### config.mk
export PLATFORM = sky130hd
export DESIGN_NAME = softex_x_buffer_ctrl
export DESIGN_NICKNAME = d
export VERILOG_FILES = /design/src/rtl/softex_x_buffer_ctrl.sv
export SDC_FILE = /design/constraint.sdc
export NUM_CORES = 1
export LEC_CHECK = 0
export ABC_AREA = 1
export BUFFER_PORTS_ARGS = -buffer_cell sky130_fd_sc_hd__buf_2
export CORE_MARGIN = 5
export CORE_UTILIZATION = 54
export CTS_CLUSTER_SIZE = 28
export DETAILED_ROUTE_END_ITERATION = 8
export PLACE_DENSITY = 0.82
export SETUP_SLACK_MARGIN = 0.5
export SYNTH_ARGS = -nofsm -noshare
export SYNTH_HDL_FRONTEND = slang
export SYNTH_SLANG_ARGS = --single-unit
### constraint.sdc
create_clock -name clk_i -period 2.1 [get_ports clk_i]
set_input_delay 0.105 -clock clk_i [delete_from_list [all_inputs] [get_ports clk_i]]
set_output_delay 0.105 -clock clk_i [all_outputs]
set_load 0.01 [all_outputs]
### src/rtl/softex_x_buffer_ctrl.sv
// rtl/softex_x_buffer_ctrl.sv - x-operand replay buffer sequencer for one softex job
module softex_x_buffer_ctrl #(
    parameter int CNT_WIDTH = 8,
    parameter int VEC_WIDTH = 16
) (
    input  logic                 clk_i,
    input  logic                 rst_ni,
    input  logic                 clear_i,
    input  logic                 start_i,
    input  logic [CNT_WIDTH-1:0] cfg_num_loops_i,
    input  logic [VEC_WIDTH-1:0] cfg_num_vectors_i,
    input  logic                 buf_hs_i,
    output logic                 loop_o,
    output logic [CNT_WIDTH-1:0] num_loops_o,
    output logic                 busy_o,
    output logic                 done_o,
    output logic [CNT_WIDTH-1:0] cur_rep_o,
    output logic [VEC_WIDTH-1:0] cur_vec_o,
    output logic                 err_o
);

    typedef enum logic [1:0] {
        IDLE = 2'd0,
        RUN  = 2'd1,
        DONE = 2'd2
    } state_e;

    state_e               state_q, state_d;
    logic [CNT_WIDTH-1:0] num_loops_q, num_loops_d;
    logic [VEC_WIDTH-1:0] num_vectors_q, num_vectors_d;
    logic [CNT_WIDTH-1:0] rep_q, rep_d;
    logic [VEC_WIDTH-1:0] vec_q, vec_d;
    logic                 err_q, err_d;

    // Last-replay / last-vector decodes; latched counts are >= 1 whenever RUN uses them
    logic last_rep;
    logic last_vec;
    assign last_rep = (rep_q == num_loops_q - CNT_WIDTH'(1));
    assign last_vec = (vec_q == num_vectors_q - VEC_WIDTH'(1));

    // Next-state and counter update; clear overrides every other event in the cycle
    always_comb begin
        state_d       = state_q;
        num_loops_d   = num_loops_q;
        num_vectors_d = num_vectors_q;
        rep_d         = rep_q;
        vec_d         = vec_q;
        err_d         = err_q;

        if (clear_i) begin
            state_d       = IDLE;
            num_loops_d   = '0;
            num_vectors_d = '0;
            rep_d         = '0;
            vec_d         = '0;
            err_d         = 1'b0;
        end else begin
            case (state_q)
                IDLE: begin
                    if (start_i) begin
                        num_loops_d   = cfg_num_loops_i;
                        num_vectors_d = cfg_num_vectors_i;
                        rep_d         = '0;
                        vec_d         = '0;
                        err_d         = 1'b0;
                        // A zero count means no handshakes will ever arrive
                        if ((cfg_num_loops_i == '0) || (cfg_num_vectors_i == '0)) begin
                            state_d = DONE;
                        end else begin
                            state_d = RUN;
                        end
                    end
                    // A handshake here is a protocol violation even alongside a start
                    if (buf_hs_i) begin
                        err_d = 1'b1;
                    end
                end
                RUN: begin
                    if (buf_hs_i) begin
                        if (last_rep) begin
                            rep_d = '0;
                            vec_d = vec_q + VEC_WIDTH'(1);
                            if (last_vec) begin
                                state_d = DONE;
                            end
                        end else begin
                            rep_d = rep_q + CNT_WIDTH'(1);
                        end
                    end
                end
                DONE: begin
                    state_d = IDLE;
                    if (buf_hs_i) begin
                        err_d = 1'b1;
                    end
                end
                default: begin
                    state_d = IDLE;
                end
            endcase
        end
    end

    // State and datapath registers
    always_ff @(posedge clk_i or negedge rst_ni) begin
        if (!rst_ni) begin
            state_q       <= IDLE;
            num_loops_q   <= '0;
            num_vectors_q <= '0;
            rep_q         <= '0;
            vec_q         <= '0;
            err_q         <= 1'b0;
        end else begin
            state_q       <= state_d;
            num_loops_q   <= num_loops_d;
            num_vectors_q <= num_vectors_d;
            rep_q         <= rep_d;
            vec_q         <= vec_d;
            err_q         <= err_d;
        end
    end

    // Outputs decode only from state and registers
    assign busy_o      = (state_q == RUN);
    assign done_o      = (state_q == DONE);
    assign loop_o      = (state_q == RUN) && (num_loops_q > CNT_WIDTH'(1));
    assign num_loops_o = num_loops_q;
    assign cur_rep_o   = rep_q;
    assign cur_vec_o   = vec_q;
    assign err_o       = err_q;

endmodule

### Word-level counts from Yosys, hierarchy flattened

Cells that the tools add are included.

| storage, ports and cells | value |
|---|---|
| flip-flop bits (word level) | 51 |
| input port bits | 29 |
| output and inout bits | 36 |

| operators by class | value |
|---|---|
| add/subtract/negate cells | 4 |
| $lt $le $gt $ge | 1 |
| eq/ne operators | 10 |
| mux-type cells | 28 |
| reductions and logical operators | 14 |

Operators with widths:

| operator | number |
|---|---|
| $mux 16 | 7 |
| $mux 8 | 7 |
| $pmux 16 s2 | 1 |
| $add 16x1->16 const B | 1 |
| $eq 16x16->1 | 1 |
| $logic_not 16->1 | 1 |
| $pmux 8 s2 | 1 |
| $sub 16x1->16 const B | 1 |
| $mux 2 | 6 |
| $ne 3x3->1 const B | 3 |
| $add 8x1->8 const B | 1 |
| $eq 8x8->1 | 1 |
| $gt 8x1->1 const B | 1 |
| $logic_not 8->1 | 1 |
| $reduce_and 4->1 | 2 |
| $sub 8x1->8 const B | 1 |
| $ne 3x2->1 const B | 2 |
| $reduce_and 3->1 | 2 |
| $reduce_bool 3->1 | 2 |
| $mux 1 | 4 |
| $ne 4x4->1 const B | 1 |
| $pmux 2 s2 | 1 |
| $reduce_bool 2->1 | 2 |
| $eq 2x1->1 const B | 1 |
| 6 further kinds | 6 |

### Longest topological paths before layout

Gate-level depths: netlist of run 1.

| logic depth | value |
|---|---|
| word-level depth | 7 |
| gate-level depth with buffers | 16 |
| mapped depth without buffers | 16 |

### Least setup slack after synthesis of run 1

No wires, ideal clock.

| timing path | value |
|---|---|
| path kind | flip-flop to flip-flop |
| start | reg num_loops_q[0], in the netlist num_loops_o[0] |
| end | reg vec_q[7], in the netlist cur_vec_o[7] |
| library setup time | 0.076 ns |
| arrival | 1.849 ns |
| path slack | 0.175 ns |
| cell stages (with the launch flop) | 14 |
| period minus slack after synthesis | 1.925 ns |
| cell sequence | dfrtp_1 > inv_1 > ha_1 > or2_0 > nand3_1 > nand3_1 > nor2_1 > nand3_1 > nor2_2 > nor2_2 > nor2_4 > buf_4 > nand2_1 > o21ai_1 |

| between the ends | value |
|---|---|
| cells in the longest elaborated chain, start to end | 4 |

RTL lines:

| what | line | source |
|---|---|---|
| start, declared | 29 | `logic [CNT_WIDTH-1:0] num_loops_q, num_loops_d;` |
| start signal, assigned | 115 | `num_loops_q <= num_loops_d;` |
| $sub 8x1->8 | 38 | `assign last_rep = (rep_q == num_loops_q - CNT_WIDTH'(1));` |
| $eq 8x8->1 | 38 |  |
| $ne 3x2->1 (no line) | -- |  |
| $reduce_and 4->1 (no line) | -- |  |
| end signal, assigned | 118 | `vec_q <= vec_d;` |
| end, declared | 32 | `logic [VEC_WIDTH-1:0] vec_q, vec_d;` |

Every way passes these cells.
A chain may end at the register's enable or synchronous reset.

### Worst setup path after layout of run 1

| timing path | value |
|---|---|
| start | reg num_loops_q[1], in the netlist num_loops_o[1] |
| end | reg rep_q[2], in the netlist cur_rep_o[2] |

| between the ends | value |
|---|---|
| cells in the longest elaborated chain, start to end | 6 |

RTL lines:

| what | line | source |
|---|---|---|
| $sub 8x1->8 | 38 |  |
| $eq 8x8->1 | 38 |  |
| $mux 8 | 80 | `if (last_rep) begin` |
| $mux 8 | 79 | `if (buf_hs_i) begin` |
| $pmux 8 s2 | 58 | `case (state_q)` |
| $mux 8 | 50 | `if (clear_i) begin` |
| end signal, assigned | 117 | `rep_q <= rep_d;` |
| end, declared | 31 | `logic [CNT_WIDTH-1:0] rep_q, rep_d;` |

Every way passes these cells. The select of a mux whose other input is x is not followed.

==> results of run 1 <==
sequential cells by signal, indices dropped and copies added, names as in the netlist:
register / cells
cur_vec_o: 16
num_vectors_q: 16
cur_rep_o: 8
num_loops_o: 8
state_q: 2
err_o: 1
cells in the final DEF (no fill, tap or decap), types with 3 or more instances in the layout:
master      n
nand2_1   122
buf_2      64
dfrtp_1    45
nor2_1     44
nand3_1    41
inv_1      40
buf_4      33
nand2_2    22
xor2_1     19
o21ai_2    15
nor3_1     12
nor2_2     11
nand4_1    11
nor2_4     10
xnor2_1    10
nor4_1     10
o21ai_1    10
buf_6      10
o21ai_0     8
inv_2       7
nand3_2     7
nand3b_1    7
dfrtp_2     6
nand2_4     5
clkbuf_8    5
a21oi_1     3
ha_4        3
buf_12      3
stage by stage:
step                      hold WS (ns)  total power [mW]
after global placement          0.2620             3.388
after detailed placement        0.2663             3.443
after global routing           0.04774             5.446
final                          0.04094             5.054
after floorplan                -0.1906             2.880
after CTS                      0.03310             4.429
final cells by class:
cell class                      count  area (um2)
Clock buffer                        6       72.57
Multi-Input combinational cell    390        2276
Tap cell                           77       96.34
Fill cell                         451        1588
Sequential cell                    51        1284
Timing Repair Buffer              114       805.8
Inverter                           49       191.4
cell families (layout without fill, tap and decap cells):
| logic type | count (synthesis) | count (layout) | synth area share (%) |
|---|---|---|---|
| and+or+nand+nor | 309 | 309 | 39.94 |
| buffers and inverters | 62 | 169 | 6.984 |
| DFF | 51 | 51 | 36.53 |
| AOI/OAI and AO/OA | 46 | 46 | 7.235 |
| xor gates and xnor gates | 30 | 30 | 7.521 |
| adders and majority gates | 5 | 5 | 1.791 |
power by group through the flow:
stage	registers (mW)	clock network [mW]	logic, mW
6_report	1.41	0.543	3.10
5_1_grt	1.43	0.593	3.42
4_1_cts	1.36	0.554	2.51
3_5_place_dp	1.39	0	2.06
3_3_place_gp	1.38	0	2.01
2_1_floorplan	1.36	0	1.52
worst max path at each step:
stage | start | slack, ns | to | cells past startpoint
final | num_loops_o[1] | 0.21 | cur_rep_o[2] | 12
after global routing | num_loops_o[1] | 0.08 | cur_vec_o[6] | 13
after CTS | num_loops_o[1] | 0.21 | cur_vec_o[12] | 13
after detailed placement | num_vectors_q[0] | 0.05 | state_q[0] | 15
after global placement | num_vectors_q[0] | 0.08 | state_q[0] | 15
after floorplan | num_loops_o[0] | 0.28 | cur_vec_o[7] | 13
per-layer routing:
layer  vias to the layer above  global-route usage, %
met5                         -                      0
met4                         0                  9.926
met3                        31                  4.917
met2                       144                  42.87
met1                      1808                  28.98
li1                       1853                      -
worst max-delay path: cells and delay by family (launching register included):
kind	cells	cell delay, ns
AO/OA/AOI/OAI	1	0.18
buffers and inverters	3	0.39
AND/OR/NAND/NOR	7	0.68
flip-flops	1	0.39
adder cells (fa/ha/maj)	1	0.18
repair_timing:
action / 4_1_cts / 5_1_grt
hold buffers: 1 / 0
buffers inserted: 18 / 19
gates resized for setup: 40 / 74
cloned: 3 / 0
setup endpoints to repair: 50 / 52
pin swaps: 20 / 25
endpoints found under the hold margin: 51 / 0
==> flow_summary.yaml, run 1 <==
detailed_routing:
  wl_per_cell_um: 15.52
  drc: 0
  drt-met1-wl_um: 4263
  first_pass_iters: 5
  drt-vias-per-instance: 5.584
  routed_wl_um: 10660
  top_layer: "met4"
  met2_length_um: 5411
  postRouteAntennaNets: 0
  wl_met3_um: 696
  vias: 3836
  drtIter0Drc: 282
synth:
  syn-num-nets: 537
  synth_top_area_share_pct: 36.53
  async_flop_share_pct: 100.0
  yosysWarnings: 0
  synth_top_area_cell: "dfrtp_1"
  synth.area.top_cells: "dfrtp_1 (37%), nand2_1 (16%), nand3_1 (6.7%), nor2_1 (5.9%), xor2_1 (5.0%)"
  yosysSeqAreaShare_pct: 36.53
  synth-edff-count: 0
  synth_seq_cells: 51
  netlist_area_um2: 3493
  synthTopCellsByCount: "nand2_1 (147), nor2_1 (55), dfrtp_1 (51), nand3_1 (47), inv_1 (44)"
  ys.flop_type: "dfrtp_1"
  synth.avg_cell_area_um2: 6.945
  synth_cell_types: 35
  syn_inst: 503
  synth.most_common_cell: "nand2_1"
global_route:
  first_global_vias: 3720
  grt_max_degree: 52
  antenna_found_initial: 0
  grt-ovfl-total: 0
  grt_pass1_wl_um: 16710
  track_usage_pct: 24.43
critical_path:
  cpMaxStageDelayCell: "dfrtp_1"
  critPathArrivalTime_ns: 2.13
  r2r_slack_ns: 0.21
  required_ns: 2.34
  cpPeakStageDelay_ns: 0.39
  worstSetupPathType: "reg2reg"
  crit_chain: "inv_2 -> ha_4 -> nand2_1 -> nor2_2 -> or2_1 -> nand4_1 -> nor2_2 -> buf_4 -> o21ai_4 -> clkbuf_16 -> nand2_1 -> nor2_1"
  critPathLaunchType: "register"
  worst_setup_path_end_kind: "register"
  worst_r2r_path_depth: 12
  critPathMaxFanout: 8
  timing.rr.start: "num_loops_o[1]"
  r2r-end: "cur_rep_o[2]"
place:
  dp_hpwl_um: 7113
  placed_cells: 640
  place_ws_ns: 0.04873
  placed_area_um2: 3943
  port_buffers: 64
  gp_congestion: 0.9861
clock_network:
  cts_buffers: 5
  clk_pin_slew_worst_paths_ns: 0.09
  htreeDepth: 2
  clock_latency_ns: 0.31
  cts_tree: "built"
  root_buffer: "clkbuf_8"
  clk_path_buf_depth: 2
  cts_sinks: 51
sta:
  period_needed_ns: 1.888
  hold_viol: 0
  fin_tns_setup_ns: 0
  rsz0062_at_grt: "true"
  finalSetupViolCount: 0
  slew_violations: 0
  max_slew_margin_pct: 55.67
  fmax_mhz: 529.8
  worst_slew_pin_slew_ns: 0.6649
  fin_ws_ns: 0.2124
  finalCritPeriodShare_pct: 89.88
  clock-skew-final_ns: 0.008427
worst_hold_path:
  holdCritStartpoint: "cfg_num_loops_i[6]"
  hold_end: "num_loops_o[6]"
  hold_class: "in2reg"
  hold_depth: 3
final_layout:
  layout-drive-gt1-share_pct: 34.92
  stdcell_area_um2: 4726
  fin_util_pct: 74.85
  insertedDiodeCount: 0
  fin_cells: 687
  final_nets: 645
  area_growth_pct: 35.28
pwr:
  p_int_mw: 2.750
  ir_worst_vdd_uv: 894.7
  power.density_nw_per_um2: 1070
  p_sw_share_pct: 45.58
  p_sw_mw: 2.304
  pwr-share-clk_pct: 10.7
  combPwrFrac_pct: 61.4
  power.leakage_nw: 2.364
  pwr-share-seq_pct: 27.9
outcome:
  status: "finished, final reports clean"
floorplan:
  start_util_pct: 55.33
  die_area_um2: 8178
  die_w_um: 90.43
  die_h_um: 90.43
  io_pins: 65
  coreArea_um2: 6314
  num_rows: 29
flow_run:
  cap_viol_max_count: 0
(Power assumes the default switching activity.)
==> run 2, diff against run 1 <==
- CTS_BUF_LIST: unset -> sky130_fd_sc_hd__clkbuf_8
==> flow_summary.yaml, run 2 (synthesized netlist as in run 1, its figures left out) <==
clock_network:
  cts_sinks: 51
  clock_latency_ns: 0.31
  clk_path_buf_depth: 2
  cts_buffers: 5
  cts_tree: "built"
  root_buffer: "clkbuf_8"
  clk_pin_slew_worst_paths_ns: 0.09
  htreeDepth: 2
detailed_routing:
  wl_met3_um: 699
  drc: 0
  wl_per_cell_um: 15.52
  drtIter0Drc: 296
  vias: 3837
  top_layer: "met4"
  postRouteAntennaNets: 0
  routed_wl_um: 10660
  met2_length_um: 5409
  first_pass_iters: 5
  drt-vias-per-instance: 5.585
  drt-met1-wl_um: 4261
flow_run:
  cap_viol_max_count: 0
critical_path:
  worstSetupPathType: "reg2reg"
  critPathLaunchType: "register"
  critPathArrivalTime_ns: 2.13
  critPathMaxFanout: 8
  required_ns: 2.34
  worst_setup_path_end_kind: "register"
sta:
  period_needed_ns: 1.888
  clock-skew-final_ns: 0.008581
  fin_ws_ns: 0.2124
  fmax_mhz: 529.8
  hold_viol: 0
  rsz0062_at_grt: "true"
  worst_slew_pin_slew_ns: 0.6649
  fin_tns_setup_ns: 0
  max_slew_margin_pct: 55.67
  finalSetupViolCount: 0
  finalCritPeriodShare_pct: 89.88
  slew_violations: 0
floorplan:
  die_w_um: 90.43
  die_area_um2: 8178
  num_rows: 29
  start_util_pct: 55.33
  coreArea_um2: 6314
  io_pins: 65
  die_h_um: 90.43
pwr:
  p_sw_mw: 2.305
  power.leakage_nw: 2.368
  p_int_mw: 2.746
  ir_worst_vdd_uv: 894.8
  pwr-share-seq_pct: 27.9
  p_sw_share_pct: 45.63
  combPwrFrac_pct: 61.4
  power.density_nw_per_um2: 1069
  pwr-share-clk_pct: 10.7
final_layout:
  area_growth_pct: 35.28
  fill_cells: 451
  layout-drive-gt1-share_pct: 34.92
  seqCellArea_um2: 1284
  multiInputGateArea_um2: 2276
  stdcell_area_um2: 4726
  final_nets: 645
  fin_cells: 687
  final_common_cell: "nand2_1"
  final_cell_mix: "nand2_1 (122), buf_2 (64), dfrtp_1 (45)"
  insertedDiodeCount: 0
place:
  port_buffers: 64
  placed_area_um2: 3943
  place_ws_ns: 0.04873
  gp_congestion: 0.9861
  placed_cells: 640
  dp_hpwl_um: 7113
outcome:
  status: "finished, final reports clean"
worst_hold_path:
  hold_class: "in2reg"
global_route:
  grt_pass1_wl_um: 16710
  antenna_found_initial: 0
  track_usage_pct: 24.43
  grt-ovfl-total: 0
  grt_max_degree: 52
  first_global_vias: 3720
run 2: cell count changes in the layout (fill, tap and decap cells not counted), sizes merged:
cell | before | now
clkbuf | 7 | 6
inv | 48 | 49
run 2: power groups by stage:
stage                     clock network, mW  registers (mW)  logic (mW)
final                                 0.538            1.41        3.10
after global routing                  0.589            1.43        3.42
after CTS                             0.549            1.36        2.51
after detailed placement                  0            1.39        2.06
after global placement                    0            1.38        2.01
after floorplan                           0            1.36        1.52
run 2: final timing paths:
kind                       cells past startpoint          startpoint  slack [ns]                 to
max                                           12      num_loops_o[1]        0.21       cur_rep_o[2]
min                                            3  cfg_num_loops_i[6]        0.04     num_loops_o[6]
max reg2reg                                   12      num_loops_o[1]        0.21       cur_rep_o[2]
min reg2reg                                    1   num_vectors_q[15]        0.55  num_vectors_q[15]
max in group asynchronous                      3              rst_ni        1.18       cur_vec_o[1]
min in group asynchronous                      3              rst_ni        0.44   num_vectors_q[9]
run 2: per-stage QoR:
stage	total power, mW	util, %	hold WS, ns
6_report	5.050	74.85	0.04093
5_1_grt	5.441	74.85	0.04774
4_1_cts	4.424	68.39	0.03310
3_5_place_dp	3.443	62.45	0.2663
3_3_place_gp	3.388	62.45	0.2620
2_1_floorplan	2.880	-	-0.1906
run 2: cell type report:
class	instances	area share, %
Clock buffer	5	1.456
Tap cell	77	2.039
Timing Repair Buffer	114	17.05
Sequential cell	51	27.16
Multi-Input combinational cell	390	48.16
Inverter	49	4.051
Clock inverter	1	0.07943
run 2: critical path, cell delays in order (launching register included):
cell	delay, ns
dfrtp_1	0.39
inv_2	0.07
ha_4	0.18
nand2_1	0.11
nor2_2	0.05
or2_1	0.23
nand4_1	0.10
nor2_2	0.06
buf_4	0.13
o21ai_4	0.18
clkbuf_16	0.19
nand2_1	0.05
nor2_1	0.08
run 2: per-layer routing:
layer	global-route usage (%)	vias up
li1	-	1853
met1	28.98	1807
met2	42.87	146
met3	4.917	31
met4	9.926	0
met5	0	-
run 2: repair_timing:
action / CTS / global route
setup endpoints to repair: 50 / 52
pin swaps: 20 / 25
cloned: 3 / 0
hold buffers: 1 / 0
setup buffers: 18 / 19
gates resized for setup: 40 / 74
endpoints found under the hold margin: 51 / 0
==> run 3, diff against run 2 <==
- CORE_UTILIZATION: 54 -> 40
- PLACE_DENSITY: 0.82 -> 0.65
==> flow_summary.yaml, run 3 (synthesized netlist as in run 1, its figures left out) <==
outcome:
  status: "finished, final reports clean"
floorplan:
  die_h_um: 103.5
  die_w_um: 103.5
  coreArea_um2: 8636
  die_area_um2: 10700
  io_pins: 65
  start_util_pct: 40.45
  num_rows: 34
detailed_routing:
  wl_per_cell_um: 15.00
  drt-vias-per-instance: 5.270
  met2_length_um: 5543
  first_pass_iters: 5
  drt-met1-wl_um: 4461
  drtIter0Drc: 222
  postRouteAntennaNets: 0
  top_layer: "met4"
  drc: 0
  routed_wl_um: 10710
  vias: 3763
  wl_met3_um: 514
critical_path:
  cpMaxStageDelayCell: "dfrtp_1"
  cpPeakStageDelay_ns: 0.41
  required_ns: 2.29
  critPathLaunchType: "register"
  worstSetupPathType: "reg2reg"
  cp_num_buf_inv: 4
  cp_top_family: "simple AND/OR/NAND/NOR gates"
  critPathMaxFanout: 3
  worst_setup_path_end_kind: "register"
  crit_chain: "inv_2 -> ha_4 -> inv_2 -> nand2_1 -> nand4_1 -> a21oi_1 -> nand4_1 -> nor2_4 -> nor2_4 -> buf_4 -> buf_6 -> nand3_1 -> o21ai_1"
  critPathArrivalTime_ns: 2.14
sta:
  fmax_mhz: 513.0
  finalCritPeriodShare_pct: 92.83
  rsz0062_at_grt: "true"
  max_slew_margin_pct: 48.86
  fin_ws_ns: 0.1505
  fin_tns_setup_ns: 0
  clock-skew-final_ns: 0.01315
  finalSetupViolCount: 0
  slew_violations: 0
  worst_slew_pin_slew_ns: 0.7662
  hold_viol: 0
  period_needed_ns: 1.950
final_layout:
  final_cell_mix: "nand2_1 (132), buf_2 (64), dfrtp_1 (46)"
  area_growth_pct: 35.85
  insertedDiodeCount: 0
  fin_util_pct: 54.96
  final_nets: 640
  final_common_cell: "nand2_1"
  layout-drive-gt1-share_pct: 33.50
clock_network:
  cts_sinks: 51
  clk_pin_slew_worst_paths_ns: 0.10
  clk_path_buf_depth: 2
  root_buffer: "clkbuf_8"
  cts_tree: "built"
  htreeDepth: 2
  cts_buffers: 5
  clock_latency_ns: 0.31
worst_hold_path:
  hold_class: "in2reg"
pwr:
  power.leakage_nw: 2.351
  ir_worst_vdd_uv: 671.3
  power.density_nw_per_um2: 1064
global_route:
  grt-ovfl-total: 0
  grt_pass1_wl_um: 17560
  track_usage_pct: 20.74
  first_global_vias: 3666
  antenna_found_initial: 0
  grt_max_degree: 32
flow_run:
  cap_viol_max_count: 0
place:
  port_buffers: 64
  gp_congestion: 0.9343
  place_ws_ns: -0.001637
  dp_hpwl_um: 7636
-- run 3: cell count changes in the layout (fill, tap and decap cells not counted), moves of 3 or more --
| cell | change |
|---|---|
| o21ai_1 | +5 |
| nor2_1 | -5 |
| o21ai_2 | -3 |
| buf_6 | -4 |
| nand3_1 | -3 |
| nand2_4 | +3 |
| nor2_2 | +4 |
| buf_4 | -3 |
| nand2_2 | -13 |
| nand2_1 | +10 |
-- run 3: worst min-delay path: cells and delay by family --
family / cells / cell delay, ns
and+or+nand+nor: 2 / 0.12
buffers and inverters: 1 / 0.09
-- run 3: cell type report --
cell class	instances	area (um2)
Tap cell	108	135.1
Inverter	49	196.4
Timing Repair inverter	1	7.507
Timing Repair Buffer	108	753.2
Clock inverter	1	5.005
Multi-Input combinational cell	390	2283
Fill cell	820	3890
Clock buffer	6	82.58
Sequential cell	51	1282
-- run 3: path summary, 6_finish.rpt --
check | from | end | slack (ns) | cells after the start
hold / removal | cfg_num_loops_i[6] | num_loops_o[6] | 0.03 | 3
min in group asynchronous | rst_ni | num_vectors_q[15] | 0.39 | 2
setup reg to reg | num_loops_o[1] | cur_rep_o[1] | 0.15 | 13
hold reg to reg | num_vectors_q[15] | num_vectors_q[15] | 0.54 | 1
setup / recovery | num_loops_o[1] | cur_rep_o[1] | 0.15 | 13
max in group asynchronous | rst_ni | cur_vec_o[4] | 1.05 | 3
-- run 3: layer usage --
metal	track usage [%]	vias up
met5	0	-
met4	4.582	0
met3	2.817	15
met2	37.50	106
met1	26.21	1797
li1	-	1845
-- run 3: report_power, final --
part / internal (mW) / total, mW / switching (mW)
registers: 1.15 / 1.39 / 0.246
clock network: 0.260 / 0.589 / 0.330
logic: 1.33 / 3.07 / 1.74
-- run 3: timing repair --
action | in CTS | in global routing
endpoints found under the setup margin | 52 | 52
pin swaps | 19 | 14
endpoints found under the hold margin | 29 | 0
resized for setup | 63 | 49
hold buffers | 1 | 0
gates cloned | 3 | 1
setup buffers | 23 | 7
-- run 3: through the flow --
| step | instances | power (mW) | hold WS (ns) | cell area (um2) |
|---|---|---|---|---|
| detailed placement | 672 | 3.486 | 0.2160 | 3989 |
| global route | 714 | 5.460 | 0.02717 | 4746 |
| CTS | 706 | 4.700 | 0.02423 | 4499 |
| floorplan | 503 | 2.880 | -0.1906 | 3520 |
| finish | 714 | 5.051 | 0.02576 | 4746 |
| global placement | 672 | 3.436 | 0.2110 | 3989 |
